$ cat config.mk
export PLATFORM = sky130hd
export DESIGN_NAME = serial_to_par5
export DESIGN_NICKNAME = d
export VERILOG_FILES = /design/src/rtl/serial_to_par5_pkg.sv /design/src/rtl/serial_to_par5_sipo_shreg.sv /design/src/rtl/serial_to_par5.sv
export SDC_FILE = /design/constraint.sdc
export NUM_CORES = 1
export LEC_CHECK = 0
export CORE_AREA = 3 3 40 42
export CTS_BUF_LIST = sky130_fd_sc_hd__clkbuf_4 sky130_fd_sc_hd__clkbuf_8
export DETAILED_ROUTE_END_ITERATION = 10
export DIE_AREA = 0 0 43 45
export PLACE_DENSITY = 0.76
export SYNTH_ARGS = -nofsm -noshare
export SYNTH_HDL_FRONTEND = slang
export SYNTH_SLANG_ARGS = --single-unit
$ cat constraint.sdc
create_clock -name clk -period 2.2 [get_ports clk]
set_input_delay 0.33 -clock clk [delete_from_list [all_inputs] [get_ports clk]]
set_output_delay 0.33 -clock clk [all_outputs]
set_load 0.05 [all_outputs]
$ cat src/rtl/serial_to_par5_pkg.sv
// Shared types and helpers for the serial_to_par5 bit-serial receiver.
package serial_to_par5_pkg;

    typedef enum logic [1:0] {
        IDLE  = 2'd0,
        SHIFT = 2'd1,
        HOLD  = 2'd2
    } state_t;

    localparam int DEF_WIDTH = 5;

    function automatic int cnt_w(input int width);
        return $clog2(width + 1);
    endfunction

endpackage

$ cat src/rtl/serial_to_par5_sipo_shreg.sv
// LSB-first serial-in/parallel-out shift register with synchronous clear.
module sipo_shreg #(
    parameter int WIDTH = 5
) (
    input  logic             clk,
    input  logic             clr,
    input  logic             en,
    input  logic             din,
    output logic [WIDTH-1:0] q
);

    always_ff @(posedge clk) begin
        if (clr) begin
            q <= '0;
        end else if (en) begin
            q <= {din, q[WIDTH-1:1]};
        end
    end

endmodule

$ cat src/rtl/serial_to_par5.sv
// Bit-serial receiver: assembles WIDTH LSB-first bits into a word on a valid/ready port.
// Optional build macro PARITY_CHECK_EN adds a trailing even-parity bit and the par_err output.
module serial_to_par5
    import serial_to_par5_pkg::*;
#(
    parameter int WIDTH = DEF_WIDTH
) (
    input  logic             clk,
    input  logic             rst,
    input  logic             start,
    input  logic             ser_in,
    input  logic             ser_valid,
    output logic [WIDTH-1:0] data_out,
    output logic             out_valid,
    input  logic             out_ready,
    output logic             any_set,
    output logic             busy
`ifdef PARITY_CHECK_EN
    ,
    output logic             par_err
`endif
);

    localparam int CW = cnt_w(WIDTH);
`ifdef PARITY_CHECK_EN
    localparam int NBITS = WIDTH + 1;
`else
    localparam int NBITS = WIDTH;
`endif
    localparam logic [CW-1:0] LAST = CW'(NBITS - 1);

    state_t           state;
    state_t           state_nxt;
    logic [CW-1:0]    cnt;
    logic [WIDTH-1:0] shreg;
    logic [WIDTH-1:0] word;
    logic             go;
    logic             take;
    logic             last;
    logic             shift_en;

    assign take = (state == SHIFT) && ser_valid;
    assign last = take && (cnt == LAST);
    assign go   = start && ((state == IDLE) || ((state == HOLD) && out_ready));

`ifdef PARITY_CHECK_EN
    // The parity bit is consumed but never enters the data register.
    assign shift_en = take && !last;
    assign word     = shreg;
`else
    assign shift_en = take;
    assign word     = {ser_in, shreg[WIDTH-1:1]};
`endif

    sipo_shreg #(.WIDTH(WIDTH)) u_shreg (
        .clk (clk),
        .clr (rst || go),
        .en  (shift_en),
        .din (ser_in),
        .q   (shreg)
    );

    always_ff @(posedge clk) begin
        if (rst) begin
            state <= IDLE;
        end else begin
            state <= state_nxt;
        end
    end

    always_comb begin
        state_nxt = state;
        case (state)
            IDLE:    if (start) state_nxt = SHIFT;
            SHIFT:   if (last) state_nxt = HOLD;
            HOLD:    if (out_ready) state_nxt = start ? SHIFT : IDLE;
            default: state_nxt = IDLE;
        endcase
    end

    always_ff @(posedge clk) begin
        if (rst || go) begin
            cnt <= '0;
        end else if (take) begin
            cnt <= cnt + 1'b1;
        end
    end

    always_ff @(posedge clk) begin
        if (rst) begin
            data_out <= '0;
            any_set  <= 1'b0;
        end else if (last) begin
            data_out <= word;
            any_set  <= |word;
        end
    end

`ifdef PARITY_CHECK_EN
    always_ff @(posedge clk) begin
        if (rst) begin
            par_err <= 1'b0;
        end else if (last) begin
            par_err <= (^shreg) ^ ser_in;
        end
    end
`endif

    // HOLD is entered on the same edge that loads data_out, so this is registered.
    assign out_valid = (state == HOLD);
    assign busy      = (state != IDLE);

endmodule

==> out/qor.csv <==
metric,value,unit
ys_ff_latch,15,
multi_input_area,309,um2
r2r_cells,3,
cts_repair_resize_count,0,
floorplan.die.width,43,um
status,completed,
min-delay-start,data_out[3]$_SDFFE_PP0P_,
htree_levels,1,
slew_headroom,67.0,%
synth_top_cells_by_area,"dfxtp_1 (45%), a21oi_1 (8.3%), nand2_1 (6.8%)",
vias_per_cell,5.25,
pwr_density_cell,622,nW/um2
io-pin-count,14,
cts_root_buf,clkbuf_4,
number_of_flops_mapped_to_enable_cells_by_yosys,0,
critical_path_arrival,1690,ps
cp_max_fanout,7,
worstSetupStartpointType,flop,
tritoncts.num_buffers,3,
place.port_buffers,13,
max_clock_freq,494,MHz
dp_hpwl,905,um
regToRegSetupSlack,850,ps
grt_usage,14.6,%
finalWirelength,1270,um
utilization,62.5,%
n_fill_cell,122,
finalWorstPathRequiredPeriod,2020,ps
route.antenna.remaining_nets,0,
worst_ep_required_time,1870,ps
detailedRoute.firstIterationViolations,3,
gp_congestion,0.714,
netlist_instances,79,
path_clk_slew,80,ps
dominantRegCellSynth,dfxtp_1,
synth.largest_area_cell,dfxtp_1,
worst_hold_path.num_cells,2,
post_cts_setup_buffer_count,0,
die-height,45,um
yosys_warnings,0,
worst_margin_pin_slew,493,ps
grt_start_max_net_pins,14,
reg2reg_to,any_set$_SDFFE_PP0P_,
leakagePower,0.277,nW
initial_utilization,51.4,%
finalNetCount,100,
grt_first_pass_wirelength,2090,um
hold_path.class,reg -> reg,
grt-ovfl-total,0,
final.setup.tns,0,ps
worstSetupEndpointType,output pin,
yosysSeqAreaShare,45.5,%
count_of_maximum_capacitance_violations,0,
postCtsHoldBufs,0,
cts_tree,yes,
total_iterations_of_the_first_detailed_routing_run,4,
grt_antenna_before_repair,0,
skew,0.894,ps
std_cell_rows,13,
drcViolationCount,0,
first_global_vias,461,
synth_cell_types,27,
grt_setup_unrepaired,false,
asyncSetResetFlopFracSynth,0,%
setup_violations,0,
clock_latency,280,ps
timing.final.hold_violations,0,
mappedNetlistArea,661,um2
ctsLongestPathBuffers,2,
worst-setup-path-type,reg -> out,
min_period_over_period,92.0,%
area_delta_synth_final,21.6,%
final-seq-area,300,um2
numClockSinks,15,
r2r_start,state[0]$_SDFFE_PP0P_,
post_route_cells_drive_above_1_share,7.69,%
yosysTopAreaCellShare,45.5,%
report.final.slew_viol_count,0,
num_vias,556,
fp.coreArea,1280,um2
die-area,1940,um2
worst_case_hold_path_end_point,data_out[3]$_SDFFE_PP0P_,
vdd_ir_drop_max,0.338,mV
synth.net_count,87,
antenna_cells_inserted,0,
detail_route.wl_per_cell,12.0,um
synth_area_per_inst,8.36,um2
-- cells in the mapped netlist, types with 2 or more instances --
master,count
nand3_1,5
nor2_1,5
a21oi_1,11
nand2_1,12
buf_6,2
dfxtp_1,15
ha_1,2
o21ai_0,5
inv_1,4
-- area by class of cell --
type / count / area share (%)
clock buffer: 4 / 3.74
timing repair buffer: 13 / 16.2
sequential: 15 / 37.4
multi-input combinational: 55 / 38.5
inverter: 4 / 1.87
tap: 15 / 2.34
-- layout by cell type (no fill, tap or decap) --
cell type and n:
inv_1 4, nand2_1 12, a21oi_1 11, a311oi_1 1, nand4b_1 1, nand3_1 5, o21ai_0 5, xor2_1 1
o32ai_1 1, clkbuf_4 4, nor2_1 5, nor3_1 1, and2_1 1, dfxtp_1 15, and2b_2 1, and3b_1 1
ha_1 2, or3_1 1, nand2b_1 1, clkdlybuf4s50_1 13, xnor2_1 1, or2_2 1, a31o_2 1, nand3b_1 1
a22oi_1 1
-- critical path, cell delays in order, from the launching register on --
cell	delay, ps
dfxtp_1	370
and2b_2	250
clkdlybuf4s50_1	790
-- per-layer routing --
metal	up-vias	share of wire (%)	track usage, %	wire, um
li1	291	-	-	-
met1	244	46	17.8	589
met2	16	45	22.5	573
met3	5	6.7	5.98	85
met4	0	1.8	7.23	23
met5	-	0	0	0
-- kinds of logic after synthesis --
kind of cell | count (synthesis) | share of synthesized area [%]
adders and majority gates | 2 | 3.79
DFF | 15 | 45.5
AOI/OAI and AO/OA | 20 | 17.2
xor gates and xnor gates | 2 | 2.65
and+or+nand+nor | 31 | 23.1
buffers and inverters | 9 | 7.76
-- through the flow --
stage,power [mW],setup slack [ps],instance area [um2],cells,hold WS [ps]
after global placement,0.338,508,773,102,461
after floorplan,0.325,1020,661,79,449
after detailed placement,0.339,472,773,102,468
after CTS,0.505,172,803,106,480
after global routing,0.522,128,803,106,508
final,0.500,176,803,106,476
-- how the worst max path moves through the flow --
stage	start	to	slack, ps	cells after the start
after floorplan	cnt[0]$_SDFFE_PP0P_	any_set$_SDFFE_PP0P_	1020	6
after global placement	state[0]$_SDFFE_PP0P_	out_valid	510	2
after detailed placement	ser_valid	any_set$_SDFFE_PP0P_	470	4
after CTS	state[0]$_SDFFE_PP0P_	out_valid	170	2
after global routing	state[0]$_SDFFE_PP0P_	out_valid	130	2
final	state[0]$_SDFFE_PP0P_	out_valid	180	2
-- report_power, final --
group / internal, mW / switching, mW / total (mW)
combinational: 0.0217 / 0.0298 / 0.0514
sequential: 0.275 / 0.00536 / 0.281
clock: 0.0828 / 0.0846 / 0.167
-- registers in the layout, indices dropped and copies added, names as in the netlist --
name,cells
state,2
u_shreg.q,4
data_out,5
any_set,1
cnt,3
Note: power is estimated with default switching activity, not from simulation.
